$ cat src/rtl/ff_exec_core.sv
// ff_exec_core: parametrised fetch/execute sequencer.
// Fetches instructions over a req/ack memory handshake, decodes and executes
// them, and writes ALU results back to memory at RES_BASE + C.
// Ports:
//   clk, rst_n     clock, synchronous active-low reset
//   ena            1 = advance, 0 = hold all state
//   mem_addr/mem_wdata/mem_we/mem_req   request to the memory controller
//   mem_ack/mem_rdata                   one-cycle completion and read data
//   pc             current instruction address
//   halted         set once HLT has executed
//   retired        saturating retired-instruction count
module ff_exec_core #(
  parameter int unsigned       DATA_W   = 16,
  parameter int unsigned       ADDR_W   = 17,
  parameter logic [ADDR_W-1:0] RES_BASE = ADDR_W'('h100),
  parameter int unsigned       COUNT_W  = 16
) (
  input  logic               clk,
  input  logic               rst_n,
  input  logic               ena,
  output logic [ADDR_W-1:0]  mem_addr,
  output logic [DATA_W-1:0]  mem_wdata,
  output logic               mem_we,
  output logic               mem_req,
  input  logic               mem_ack,
  input  logic [DATA_W-1:0]  mem_rdata,
  output logic [ADDR_W-1:0]  pc,
  output logic               halted,
  output logic [COUNT_W-1:0] retired
);

  localparam int unsigned F_W   = (DATA_W - 4) / 3;
  localparam int unsigned IMM_W = DATA_W - 4;

  localparam logic [3:0] OP_JMP = 4'd12;
  localparam logic [3:0] OP_JZ  = 4'd13;
  localparam logic [3:0] OP_JNZ = 4'd14;
  localparam logic [3:0] OP_HLT = 4'd15;

  // Shift amounts at or beyond the word width produce zero.
  localparam logic [DATA_W-1:0] SHIFT_LIM = DATA_W'(DATA_W);

  typedef enum logic [1:0] {
    S_FETCH,
    S_EXEC,
    S_STORE,
    S_HALT
  } state_t;

  state_t              state;
  logic [DATA_W-1:0]   ir;

  logic [3:0]          op;
  logic [F_W-1:0]      fa;
  logic [F_W-1:0]      fb;
  logic [F_W-1:0]      fc;
  logic [DATA_W-1:0]   a_x;
  logic [DATA_W-1:0]   b_x;
  logic [DATA_W-1:0]   alu_res;
  logic                is_alu;
  logic [ADDR_W-1:0]   pc_inc;
  logic [ADDR_W-1:0]   br_tgt;

  // Instruction field decode
  assign op     = ir[DATA_W-1 -: 4];
  assign fa     = ir[DATA_W-5 -: F_W];
  assign fb     = ir[DATA_W-5-F_W -: F_W];
  assign fc     = ir[F_W-1:0];
  assign a_x    = DATA_W'(fa);
  assign b_x    = DATA_W'(fb);
  assign pc_inc = pc + ADDR_W'(1);
  assign br_tgt = ADDR_W'({fb, fc});
  assign is_alu = (op >= 4'd1) && (op <= 4'd11);

  // ALU: operands zero-extended, result truncated to DATA_W
  always_comb begin
    alu_res = '0;
    case (op)
      4'd1:    alu_res = a_x + b_x;
      4'd2:    alu_res = (fa == fb) ? '0 : ((fa > fb) ? DATA_W'(1) : '1);
      4'd3:    alu_res = a_x * b_x;
      4'd4:    alu_res = a_x - b_x;
      4'd5:    alu_res = (fb == '0) ? '1 : (a_x % b_x);
      4'd6:    alu_res = a_x & b_x;
      4'd7:    alu_res = a_x | b_x;
      4'd8:    alu_res = a_x ^ b_x;
      4'd9:    alu_res = ~a_x;
      4'd10:   alu_res = (b_x >= SHIFT_LIM) ? '0 : (a_x << fb);
      4'd11:   alu_res = (b_x >= SHIFT_LIM) ? '0 : (a_x >> fb);
      default: alu_res = '0;
    endcase
  end

  // Sequencer: each request is raised one cycle after entering FETCH/STORE,
  // so mem_req always has a low cycle between consecutive requests.
  always_ff @(posedge clk) begin
    if (!rst_n) begin
      state     <= S_FETCH;
      ir        <= '0;
      pc        <= '0;
      mem_req   <= 1'b0;
      mem_we    <= 1'b0;
      mem_addr  <= '0;
      mem_wdata <= '0;
      halted    <= 1'b0;
      retired   <= '0;
    end else if (ena) begin
      case (state)
        S_FETCH: begin
          if (!mem_req) begin
            mem_req  <= 1'b1;
            mem_we   <= 1'b0;
            mem_addr <= pc;
          end else if (mem_ack) begin
            ir      <= mem_rdata;
            mem_req <= 1'b0;
            state   <= S_EXEC;
          end
        end

        S_EXEC: begin
          if (retired != '1) begin
            retired <= retired + COUNT_W'(1);
          end
          if (is_alu) begin
            mem_wdata <= alu_res;
            mem_addr  <= RES_BASE + ADDR_W'(fc);
            state     <= S_STORE;
          end else begin
            state <= S_FETCH;
            case (op)
              OP_JMP:  pc <= ADDR_W'(ir[IMM_W-1:0]);
              OP_JZ:   pc <= (fa == '0) ? br_tgt : pc_inc;
              OP_JNZ:  pc <= (fa != '0) ? br_tgt : pc_inc;
              OP_HLT: begin
                halted <= 1'b1;
                state  <= S_HALT;
              end
              default: pc <= pc_inc;
            endcase
          end
        end

        S_STORE: begin
          if (!mem_req) begin
            mem_req <= 1'b1;
            mem_we  <= 1'b1;
          end else if (mem_ack) begin
            mem_req <= 1'b0;
            mem_we  <= 1'b0;
            pc      <= pc_inc;
            state   <= S_FETCH;
          end
        end

        S_HALT: begin
          mem_req <= 1'b0;
          halted  <= 1'b1;
        end

        default: state <= S_FETCH;
      endcase
    end
  end

endmodule

$ cat config.mk
export PLATFORM = sky130hd
export DESIGN_NAME = ff_exec_core
export DESIGN_NICKNAME = d
export VERILOG_FILES = /design/src/rtl/ff_exec_core.sv
export SDC_FILE = /design/constraint.sdc
export NUM_CORES = 1
export LEC_CHECK = 0
export BUFFER_PORTS_ARGS = -buffer_cell sky130_fd_sc_hd__buf_2
export CAP_MARGIN = 30
export CORE_MARGIN = 2
export CORE_UTILIZATION = 40
export DETAILED_ROUTE_END_ITERATION = 12
export SLEW_MARGIN = 20
export SYNTH_ARGS = -nofsm -noshare
export SYNTH_HDL_FRONTEND = slang
export SYNTH_SLANG_ARGS = --single-unit
$ cat constraint.sdc
create_clock -name clk -period 69.2 [get_ports clk]
set_input_delay 3.46 -clock clk [delete_from_list [all_inputs] [get_ports clk]]
set_output_delay 3.46 -clock clk [all_outputs]
set_load 0.05 [all_outputs]
# --- After elaboration in Yosys (flattened, before gate mapping) ---
# Index checks and enable logic that the tools add are counted.
totals:
  register_bits: 87
  output_inout_bits: 69
  word_cells: 110
op_classes:
  n_addsub: 5
  n_mul: 1
  div_mod_pow: 1
  order_cmp: 4
  n_eq_ne: 30
  shift: 2
  muxes: 33
  n_bitwise: 4
  reduce_logical: 21
ops:
  columns: ["op", "n"]
  rows:
  - ["$pmux W16 S11", 1]
  - ["$mux W17", 7]
  - ["$mux W16", 5]
  - ["$pmux W17 S2", 2]
  - ["$pmux W17 S4", 1]
  - ["$eq A4 B4 Y1 const B", 8]
  - ["$ne A2 B2 Y1 const B", 9]
  - ["$add A17 B1 Y17 const B", 1]
  - ["$add A16 B1 Y16 const B", 1]
  - ["$eq A4 B3 Y1 const B", 4]
  - ["$mod A4 B4 Y16", 1]
  - ["$ne A16 B16 Y1 const B", 1]
  - ["$not A4 Y16", 1]
  - ["$reduce_and A4 Y1", 4]
  - ["$shl A4 B4 Y16", 1]
  - ["$shr A4 B4 Y16", 1]
  - ["$mux W2", 6]
  - ["$reduce_and A6 Y1", 2]
  - ["$add A9 B4 Y10 const A", 1]
  - ["$reduce_bool A2 Y1", 5]
  - ["$eq A4 B2 Y1 const B", 2]
  - ["$logic_not A4 Y1", 2]
  - ["$mul A4 B4 Y8", 1]
  - ["$mux W1", 7]
  - ["other kinds (23)", 27]

# --- Longest topological paths before layout ---
# Gate-level depths: netlist (run 1).
logic_depth:
  word_depth: 5
  depth_mapped: 139

# --- Least setup slack after synthesis (run 1) ---
# No wires, ideal clock.
synth_timing:
  path_kind: "register to register"
  start: "register ir[5]"
  end: "register mem_wdata[11]"
  arrival_ps: 25321
  slack_ps: 43755
  stages_incl_launch_ff: 124
  n_path_buf: 8
  synth_period_minus_slack_ps: 25445
  cell_sequence: "dfxtp_1 > clkbuf_1 > clkinv_1 > ha_1 > o211ai_1 > a211oi_1 > ha_1 > or3_1 > o22a_2 > mux2_2 > ha_1 > a21oi_1 > a31oi_1 > nor3_2 > a31oi_1 > or2_1 > ha_1 > or3_1 > [... 88 more ...] > mux2i_1 > ha_1 > o21a_1 > o21a_1 > o21ai_0 > nand2b_1 > nor3_1 > and4_1 > nand2_1 > mux2_2 > ha_1 > and3_1 > a211oi_1 > nor2b_1 > nand4b_4 > o211a_1 > nor4b_2 > nor3_1"
synth_between:
  elab_chain_len: 4
  elab_cells_between_ends: 14
  classes_between: "1 x add/sub; 1 x div; 2 x order compare; 1 x eq/ne; 2 x shift; 6 x mux; 1 x reduce/logical"
synth_rtl:
  columns: ["item", "line_no", "source"]
  rows:
  - ["from (decl)", "51", "logic [DATA_W-1:0] ir;"]
  - ["from (signal assigned)", "115", "ir <= mem_rdata;"]
  - ["branches (longest 3 deep; another with $mod A4 B4 Y16)", null, null]
  - ["$pmux W16 S11 (*)", "78", "case (op)"]
  - ["to (signal assigned)", "126", "mem_wdata <= alu_res;"]
  - ["to (decl)", "22", "output logic [DATA_W-1:0] mem_wdata,"]
# Every way passes the cells marked *.
# A chain may end at the register's enable or synchronous reset.

# --- Worst setup path in the final report (run 1) ---
layout_timing:
  start: "register ir[5]"
  end: "register mem_wdata[8]"
# The elaborated chain is that of the path after synthesis.

==> results summary, run 1 <==
The worst slack at placement is between 40000 and 50000 ps. The post-synthesis instance total came out at approximately 1.5k. In this run, the number of DRC markers left after iteration 0 of detailed routing was just under 900. Setup repair after global routing left no endpoint under its margin. The first detailed-routing pass took 8 iterations. For the worst flop-to-flop path, the logic depth is 118. The hold violation count in the final report came to 0.

The worst path setup slack after routing is 40010 ps. Input and output buffers added on the ports amount to 88. The post-placement cell count came out at 1960.

The global routing usage summed across all routing layers is 0.2255. The synthesized netlist occupies a cell area of between 10000 and 15000 sq um. The path with the worst hold slack has its endpoint at halted. The number of inserted diodes came out at 0.

Yosys instantiated no cell more often than nor2_1. The number of antenna violations at the first check in global routing is 0. The most used cell along the critical path is ha_1. In the routed design, unresolved DRC markers number 0. The buffer and inverter count on the worst path came out at 7. The flip-flop and latch count after synthesis is just under 90. The largest individual stage delay along the critical path comes from the cell dfxtp_1. The routed wire length came out at between 30000 and 40000 um. The via count of the first global-routing pass is 11.08k. The total CTS buffers came out at 9.

The share of synthesized area in the top cell type comes to 0.1531. In the synthesized netlist, the cells that appear most often are nor2_1 (167), nand2_1 (155), a21oi_1 (106). The worst hold-check path type is reg -> reg. The max-cap violation count came out at 0.

The final critical delay including setup and external delays is between 20000 and 30000 ps. The total overflow reported by the global router is 0. Of all cell types, the one taking the most synthesized area is dfxtp_1. The core region is approximately 28000 sq um.

The kind of cell with the highest combined delay on the critical path is simple AND/OR/NAND/NOR gates. The number of warnings issued by yosys came out at 0. The clock-pin slew reported for the worst setup and hold paths after clock tree synthesis came out at about 80 ps. The maximum clock path buffer count is 2. Summing all flip-flop and latch instances after layout gives between 1500 and 2000 sq um. The run finished with clean final reports. The share of the clock period used by the worst path came out at 0.4218. The post-DP HPWL came out at about 26000 um. The first-pass GRT wire length is between 50000 and 60000 um.

The starting utilization of the core area came out at 0.4083. The insertion delay to the later sink of the worst-skew pair is 360 ps. The hold path startpoint is halted. The H-tree generated during clock tree synthesis spans 3 levels. Headroom to the max-slew limit came out at 0.3762.

The total of fill cells in the finished design is 2854. The weighted congestion reported at the end of routability-driven placement is 0.8944. The largest clock skew in the final design is 15.39 ps. The number of distinct standard cells referenced by the synthesized netlist came out at 119. The proportion of register bits with asynchronous set or reset after synthesis came out at 0.

The worst setup path is captured at a flop. The most used flip-flop cell after synthesis is dfxtp_1. The final layout contains approximately 1.7k nets.

In this design, the stage delay of the slowest critical-path cell is ~800 ps. The timing-limited maximum frequency is about 34 MHz. The worst hold margin came out at 466.5 ps. The worst register-to-register path begins at ir[5]. The via total after detailed routing came out at roughly 12k. The post-CTS setup buffer count came out at 0. The top-level port count is between 80 and 90. After synthesis, the mean cell area works out to 7.425 sq um. The routed length per placed instance is between 15 and 20 um. The count of cells in the finished layout, fillers not included, comes to 1976. The horizontal extent of the die is between 150 and 200 um. The multi-input logic area came out at slightly above 9000 sq um. The critical path data required time is between 60000 and 70000 ps.

The final-report max-slew violation count is 0. The fraction of the yosys area taken by sequential cells came out at 0.1531. By area the synthesized netlist is led by dfxtp_1 (15%), ha_1 (10%), nor2_1 (5.5%). The peak fanout along the critical path came out at 20. The proportion of layout cells with a drive suffix above 1 is 0.1320. The root buffer cell chosen for the clock tree is clkbuf_16.

The transition at the pin with the smallest max-transition slack came out at approximately 930 ps. The number of rows created at floorplan came out at 61. The height of the die is between 150 and 200 um. STA classifies the critical path startpoint as a flop.

From synthesis to final layout, the design area changed by 10.04%. The critical path data arrival time is a little under 30000 ps. The worst register-to-register path ends at mem_wdata[8].

The number of synthesized flops with an enable pin is 0. The pin count of the biggest net entering global routing came out at 43. TritonCTS built the clock tree.

Setup slack on the worst reg-to-reg path comes out at between 40000 and 50000 ps. The critical path is of the reg -> reg type. The antenna violation net count after detailed routing came out at 0. After routing, the total negative slack on setup checks comes to 0 ps. The worst hold path depth came out at 1. The overall die area is slightly below 30000 sq um. Using the TritonRoute via totals, the vias-per-cell ratio works out to approximately 6.

The number of hold buffers added after cts is 0. The count of endpoints failing setup in the final report is 0. The total clock sinks came out at 87. The count of cells resized by post-cts repair came out at 0.
## per-stage QoR
| stage | cell area (sq um) | utilization |
|---|---|---|
| after floorplan | 11400 | - |
| after global placement | 12150 | 0.4362 |
| after detailed placement | 12180 | 0.4371 |
| after CTS | 12520 | 0.4493 |
| after global routing | 12520 | 0.4493 |
| final | 12520 | 0.4493 |
## layout by cell type, fill, tap and decap left out, types with 11 or more instances in the layout
cell type    n
o31ai_1     14
nand2_1    155
xor2_1      25
a31oi_1     20
and2_1      21
xnor2_1     34
o22ai_1     17
a211oi_1    14
mux2i_1     29
nand4_1     20
nor2_1     167
dfxtp_1     87
o211ai_1    18
nor3b_1     15
o21ai_0     72
o221ai_1    14
o21a_1      34
o21ai_1     12
nand3_1     40
nor3_1      59
a21boi_0    21
ha_1        92
and4_1      11
buf_4       14
a21o_1      24
nor4_1      11
a21oi_1    106
buf_2       89
inv_1       42
and3_1      21
or3_1       18
nor2b_1     23
## cell families after synthesis
kind of cell / after synthesis / synth area share
AOI/OAI and AO/OA: 504 / 0.3209
xor gates and xnor gates: 61 / 0.04829
adders and majority gates: 99 / 0.1135
buffers and inverters: 109 / 0.03971
DFF: 87 / 0.1531
muxes: 42 / 0.03993
other: 1 / 0.0003297
and+or+nand+nor: 629 / 0.2842
## final cells by class
class,count,area share
Clock buffer,10,0.01909
Inverter,46,0.01379
Clock inverter,6,0.007997
Tap cell,378,0.03778
Sequential cell,87,0.1391
Multi-Input combinational cell,1344,0.7364
Timing Repair Buffer,105,0.04578
## worst register-to-register path, delay by kind of cell, from the launching register on
| family | cells | cell delay [ps] |
|---|---|---|
| multiplexers | 4 | 1430 |
| AND/OR/NAND/NOR | 44 | 11020 |
| AO/OA/AOI/OAI | 49 | 10680 |
| buffers and inverters | 7 | 770 |
| flip-flops | 1 | 820 |
| adder cells (fa/ha/maj) | 14 | 4280 |
## layer usage
metal / share of wire / global-route usage / up-vias
li1: - / - / 5893
met1: 0.48 / 0.3148 / 5648
met2: 0.46 / 0.3648 / 338
met3: 0.042 / 0.02792 / 54
met4: 0.022 / 0.06339 / 0
met5: 0 / 0 / -
## worst max path at each step
stage,endpoint,cells past startpoint,from
5_1_grt,mem_wdata[13],119,ir[5]
3_3_place_gp,mem_wdata[8],119,ir[5]
4_1_cts,mem_wdata[8],119,ir[5]
6_report,mem_wdata[8],118,ir[5]
3_5_place_dp,mem_wdata[8],119,ir[5]
2_1_floorplan,mem_wdata[11],123,ir[5]
## state kept, by name, summed over array words and instances, names as in the netlist, 2 cells and up
| name | cells |
|---|---|
| mem_addr | 17 |
| ir | 16 |
| pc | 17 |
| state | 2 |
| retired | 16 |
| mem_wdata | 16 |
Power of run 1 is not shown: default switching activity piles up to over one toggle a cycle in this logic, so the estimate is an artifact.
==> run 2: changes to the inputs <==
==> constraint.sdc (replaced) <==
create_clock -name clk -period 30.3 [get_ports clk]
set_input_delay 1.515 -clock clk [delete_from_list [all_inputs] [get_ports clk]]
set_output_delay 1.515 -clock clk [all_outputs]
set_load 0.05 [all_outputs]
==> results summary, run 2 (same netlist as run 1, synthesis figures left out) <==
The antenna violation net count after detailed routing is 0 (unchanged). The count of endpoints failing setup in the final report came out at 0 (unchanged). The worst flop-to-flop path startpoint is ir[5] (unchanged). The nature of the critical path endpoint was a flop (unchanged). The overall die area is 29800 sq um (unchanged).

The routed wire length came out at 35170 um (was 34770 um). The number of iterations in the first detailed-routing pass came out at 5 (was 8). The area of the core is 27860 sq um (unchanged). The most common library cell in the layout ignoring fill and taps was nor2_1 (unchanged). The routed length per placed instance is 17.74 um (was 17.60 um). The setup TNS came out at 0 ps (unchanged). The number of antenna violations at the first check in global routing came to 0 (unchanged). The height of the die was 172.6 um (unchanged). The proportion of layout cells with a drive suffix above 1 is 0.1421 (was 0.1320). The H-tree depth came to 3 (unchanged).

The maximum clock path buffer count came out at 2 (unchanged). The critical path data arrival time is 28240 ps (was 29400 ps). The number of hold buffers added after cts is 0 (unchanged). The total of fill cells in the finished design came out at 2847 (was 2854).

The pin count of the biggest net entering global routing came out at 43 (unchanged). The clock-pin slew reported for the worst setup and hold paths after clock tree synthesis came out at 70 ps (was 80 ps). The max-cap violation count came out at 0 (unchanged). The hold path startpoint was halted (unchanged). The critical path data required time came out at 30520 ps (was 69410 ps). The weighted congestion reported at the end of routability-driven placement came out at 0.9060 (was 0.8944).

The total CTS buffers came out at 9 (unchanged). The largest clock skew in the final design came out at 11.41 ps (was 15.39 ps). Most frequent cells in the layout: nor2_1 (165), nand2_1 (155), a21oi_1 (105), ha_1 (92), buf_2 (89) (was nor2_1 (167), nand2_1 (155), a21oi_1 (106), ha_1 (92), buf_2 (89)). The via count of the first global-routing pass is 11.09k (was 11.08k). Top flop regs: mem_addr (17), pc (17) (unchanged).

The global routing usage summed across all routing layers came to 0.2288 (was 0.2255). The horizontal extent of the die was 172.6 um (unchanged). The worst hold-check path type was reg -> reg (unchanged).

The clock tree from TritonCTS is yes (unchanged). The post-DP HPWL is 27050 um (was 26490 um). The insertion delay to the later sink of the worst-skew pair is 350 ps (was 360 ps).

The total clock sinks is 87 (unchanged). The final critical delay including setup and external delays came to 28020 ps (was 29190 ps). The number of port buffers is 88 (unchanged). The kind of start point of the critical path is a flop (unchanged).

Status: finished clean (unchanged). The total overflow reported by the global router came out at 0 (unchanged). The number of nets at the end of the flow came out at 1718 (was 1712).

The area growth from synthesis to final layout came out at 10.34% (was 10.04%). The largest incremental delay on the critical path is 490 ps (was 820 ps). The top-level port count came to 89 (unchanged). The cell at the root of the clock tree is clkbuf_16 (unchanged). The number of inserted diodes came out at 0 (unchanged). The transition at the pin with the smallest max-transition slack is 916.4 ps (was 927.1 ps). The residual DRC count is 0 (unchanged).

The first-iteration detailed-routing DRC count is 964 (was 881). The timing-limited maximum frequency is 35.68 MHz (was 34.26 MHz). The final-report max-slew violation count is 0 (unchanged). The ratio of routed vias to standard cells came out at 6.021 (was 6.039). The final design area excluding fillers came out at 12550 sq um (was 12520 sq um). The via total after detailed routing came out at 11.93k (unchanged).

Unrepaired setup endpoints after global routing: false (unchanged). The slowest stage cell on the critical path is dfxtp_4 (was dfxtp_1). The hold violation count in the final report came out at 0 (unchanged). The multi-input logic area is 9263 sq um (was 9218 sq um).

The register cell area after layout is 1745 sq um (was 1742 sq um). The normalized max-slew margin is 0.3834 (was 0.3762). The area after detailed placement is 12170 sq um (was 12180 sq um). The peak fanout along the critical path is 25 (was 20).

The timing startpoint of the critical path is ir[5] (unchanged). The number of rows created at floorplan is 61 (unchanged). The share of the clock period used by the worst path is 0.9249 (was 0.4218). The starting utilization of the core area is 0.4083 (unchanged). The kind of critical path is reg -> reg (unchanged). The first-pass GRT wire length came out at 57900 um (was 56790 um).
==> run 2: cell count changes in the layout (fill, tap and decap cells not counted), sizes merged <==
cell,before,now
bufinv,2,0
clkinvlp,0,2
clkinv,3,5
buf,105,111
inv,47,45
==> run 2: critical path, delay by kind of cell, from the launching register on <==
family                     cells  cell delay (ps)
buffers and inverters          8              900
AOI/OAI and AO/OA             51            10510
muxes                          3             1000
DFF                            1              490
and+or+nand+nor               44            10510
adders and majority gates     14             4400
==> run 2: path summary, 6_finish.rpt <==
kind,to,slack [ps],depth (start not counted)
max,mem_wdata[8],2280,120
min,halted,460,1
max reg2reg,mem_wdata[8],2280,120
min reg2reg,halted,460,1
==> run 2: per-layer routing <==
metal	up-vias	global-route usage	routed length, um
met2	320	0.3859	16670
li1	5918	-	-
met5	-	0	0
met1	5660	0.3184	16460
met3	35	0.02155	1592
met4	0	0.04380	444
==> run 2: area by class of cell <==
| type | count | share of cell area |
|---|---|---|
| Clock buffer | 10 | 0.01824 |
| Clock inverter | 6 | 0.004287 |
| Inverter | 46 | 0.01406 |
| Multi-Input combinational cell | 1344 | 0.7380 |
| Sequential cell | 87 | 0.1391 |
| Tap cell | 378 | 0.03768 |
| Timing Repair Buffer | 111 | 0.04865 |
==> run 2: repair_timing <==
action                     4_1_cts  5_1_grt
setup endpoints to repair        0       16
resized for setup                0       15
buffers inserted                 0        6
==> run 2: per-stage QoR <==
stage	hold slack, ps	instances	util	worst slack [ps]
global placement	444.5	1959	0.4367	2009
floorplan	456.5	1540	-	4855
global route	494.1	1982	0.4505	58.74
finish	459.0	1982	0.4505	2277
CTS	466.4	1976	0.4471	970.7
detailed placement	447.7	1960	0.4370	1093
Power of run 2 is left out for the same reason.
==> run 3: changes to the inputs <==
--- a/config.mk
+++ b/config.mk
@@ -7,9 +7,12 @@
 export LEC_CHECK = 0
 export BUFFER_PORTS_ARGS = -buffer_cell sky130_fd_sc_hd__buf_2
 export CAP_MARGIN = 30
+export CELL_PAD_IN_SITES_DETAIL_PLACEMENT = 0
+export CELL_PAD_IN_SITES_GLOBAL_PLACEMENT = 1
 export CORE_MARGIN = 2
 export CORE_UTILIZATION = 40
 export DETAILED_ROUTE_END_ITERATION = 12
+export PLACE_DENSITY_LB_ADDON = 0.1
 export SLEW_MARGIN = 20
 export SYNTH_ARGS = -nofsm -noshare
 export SYNTH_HDL_FRONTEND = slang
==> results summary, run 3 (same netlist as run 1, synthesis figures left out) <==
Status: finished clean (unchanged). The first-pass GRT wire length came out at 58780 um (was 57900 um). The via total after detailed routing is 11.84k (was 11.93k).

The number of port buffers came out at 88 (unchanged). The clock tree from TritonCTS is yes (unchanged). The H-tree depth was 3 (unchanged). The horizontal extent of the die was 172.6 um (unchanged). The number of nets at the end of the flow is 1714 (was 1718). The total of fill cells in the finished design is 2930 (was 2847). The clock-pin slew reported for the worst setup and hold paths after clock tree synthesis is 80 ps (was 70 ps). The most used cell along the critical path is ha_1. The proportion of layout cells with a drive suffix above 1 came to 0.1388 (was 0.1421).

The kind of start point of the critical path is a flop (unchanged). The via count of the first global-routing pass came out at 11.21k (was 11.09k). The weighted congestion reported at the end of routability-driven placement is 0.9079 (was 0.9060). The nature of the critical path endpoint is a flop (unchanged). Unrepaired setup endpoints after global routing: false (unchanged).

The post-DP HPWL came out at 27610 um (was 27050 um). Top flop regs: mem_addr (17), pc (17) (unchanged). The ratio of routed vias to standard cells came out at 5.984 (was 6.021). The largest clock skew in the final design is 13.06 ps (was 11.41 ps). The kind of critical path is reg -> reg (unchanged). The post-placement cell count is 1961 (was 1960). The total clock sinks was 87 (unchanged). The final critical delay including setup and external delays is 27810 ps (was 28020 ps). The worst path setup slack after routing was 2493 ps (was 2277 ps). The maximum clock path buffer count is 2 (unchanged).

The number of iterations in the first detailed-routing pass came out at 5 (unchanged). The count of endpoints failing setup in the final report came to 0 (unchanged). The slowest stage cell on the critical path is dfxtp_4 (unchanged). The highest-utilization routing layer at the global route stage is met2 (unchanged). The setup TNS is 0 ps (unchanged). The hold violation count in the final report is 0 (unchanged). The max-cap violation count came to 0 (unchanged).

Most frequent cells in the layout: nor2_1 (166), nand2_1 (155), a21oi_1 (105), ha_1 (92), buf_2 (88) (was nor2_1 (165), nand2_1 (155), a21oi_1 (105), ha_1 (92), buf_2 (89)). The final-report max-slew violation count is 0 (unchanged). The overall die area came out at 29800 sq um (unchanged).

The transition at the pin with the smallest max-transition slack came to 773.5 ps (was 916.4 ps). The cell at the root of the clock tree is clkbuf_16 (unchanged). The first-iteration detailed-routing DRC count is 889 (was 964). The normalized max-slew margin is 0.4843 (was 0.3834). The met3 demand-to-capacity share in global routing came to 0.02419 (was 0.02155).

The total overflow reported by the global router came to 0 (unchanged). The total CTS buffers came out at 9 (unchanged). The antenna violation net count after detailed routing came out at 0 (unchanged). The worst slack at placement is 1152 ps (was 1093 ps). The area of the core came out at 27860 sq um (unchanged).

The peak fanout along the critical path is 25 (unchanged). The global routing usage summed across all routing layers is 0.2342 (was 0.2288). The number of inserted diodes was 0 (unchanged). The worst hold-check path type is reg -> reg (unchanged).

The number of antenna violations at the first check in global routing is 0 (unchanged). The most common library cell in the layout ignoring fill and taps is nor2_1 (unchanged). The largest incremental delay on the critical path came out at 490 ps (about the same). The share of the clock period used by the worst path is 0.9177 (was 0.9249). The routing usage on met1 is 0.3260 (was 0.3184). The routed wire length is 35790 um (was 35170 um). The critical path data required time is 30510 ps (was 30520 ps). The critical path data arrival time came out at 28010 ps (was 28240 ps). The multi-input logic area is 9260 sq um (was 9263 sq um). The insertion delay to the later sink of the worst-skew pair is 350 ps (about the same).

The area growth from synthesis to final layout is 10.17% (was 10.34%). The residual DRC count is 0 (unchanged). The routed length per placed instance is 18.10 um (was 17.74 um). The met2 layer usage reported by global route is 0.3884 (was 0.3859). The number of rows created at floorplan is 61 (unchanged). The pin count of the biggest net entering global routing came out at 43 (unchanged). The starting utilization of the core area came out at 0.4083 (unchanged). The height of the die came out at 172.6 um (unchanged). The timing-limited maximum frequency is 35.96 MHz (was 35.68 MHz). The register cell area after layout came out at 1745 sq um (unchanged). The worst hold margin came to 462.3 ps (was 459.0 ps).

The top-level port count came to 89 (unchanged). The number of standard cells in the final layout excluding fillers was 1978 (was 1982).
-- run 3: worst max-delay path: cells and delay by family (launching register included) --
| kind | cells | cell delay [ps] |
|---|---|---|
| flops | 1 | 490 |
| buf+inv | 8 | 930 |
| fa+ha+maj | 14 | 4240 |
| compound gates | 48 | 10220 |
| simple gates | 44 | 10320 |
| mux | 4 | 1400 |
-- run 3: path summary, 6_finish.rpt --
kind,to,from,slack (ps),depth (start not counted)
worst min-delay path,halted,halted,460,1
worst max register to register,mem_wdata[8],ir[5],2490,118
worst max-delay path,mem_wdata[8],ir[5],2490,118
worst min register to register,halted,halted,460,1
-- run 3: stage by stage --
step                  util  instance area [sq um]
floorplan                -                  11400
global placement    0.4370                  12170
detailed placement  0.4372                  12180
CTS                 0.4480                  12480
global route        0.4499                  12530
finish              0.4499                  12530
-- run 3: timing repair --
| action | in CTS | in global routing |
|---|---|---|
| hold buffers | 0 | 0 |
| endpoints found under the setup margin | 0 | 16 |
| gates resized for setup | 0 | 13 |
| buffers inserted | 0 | 0 |
-- run 3: routing by layer --
layer  up-vias  part of all wire
met3        46             0.036
met2       265              0.46
met4         0             0.016
li1       5910                 -
met1      5616              0.49
met5         -                 0
-- run 3: layout make-up --
cell class / count / area share
Multi-Input combinational cell: 1344 / 0.7389
Sequential cell: 87 / 0.1393
Timing Repair Buffer: 107 / 0.04633
Tap cell: 378 / 0.03774
Clock buffer: 9 / 0.01797
Inverter: 46 / 0.01378
Clock inverter: 7 / 0.005990
Power of run 3 is left out for the same reason.
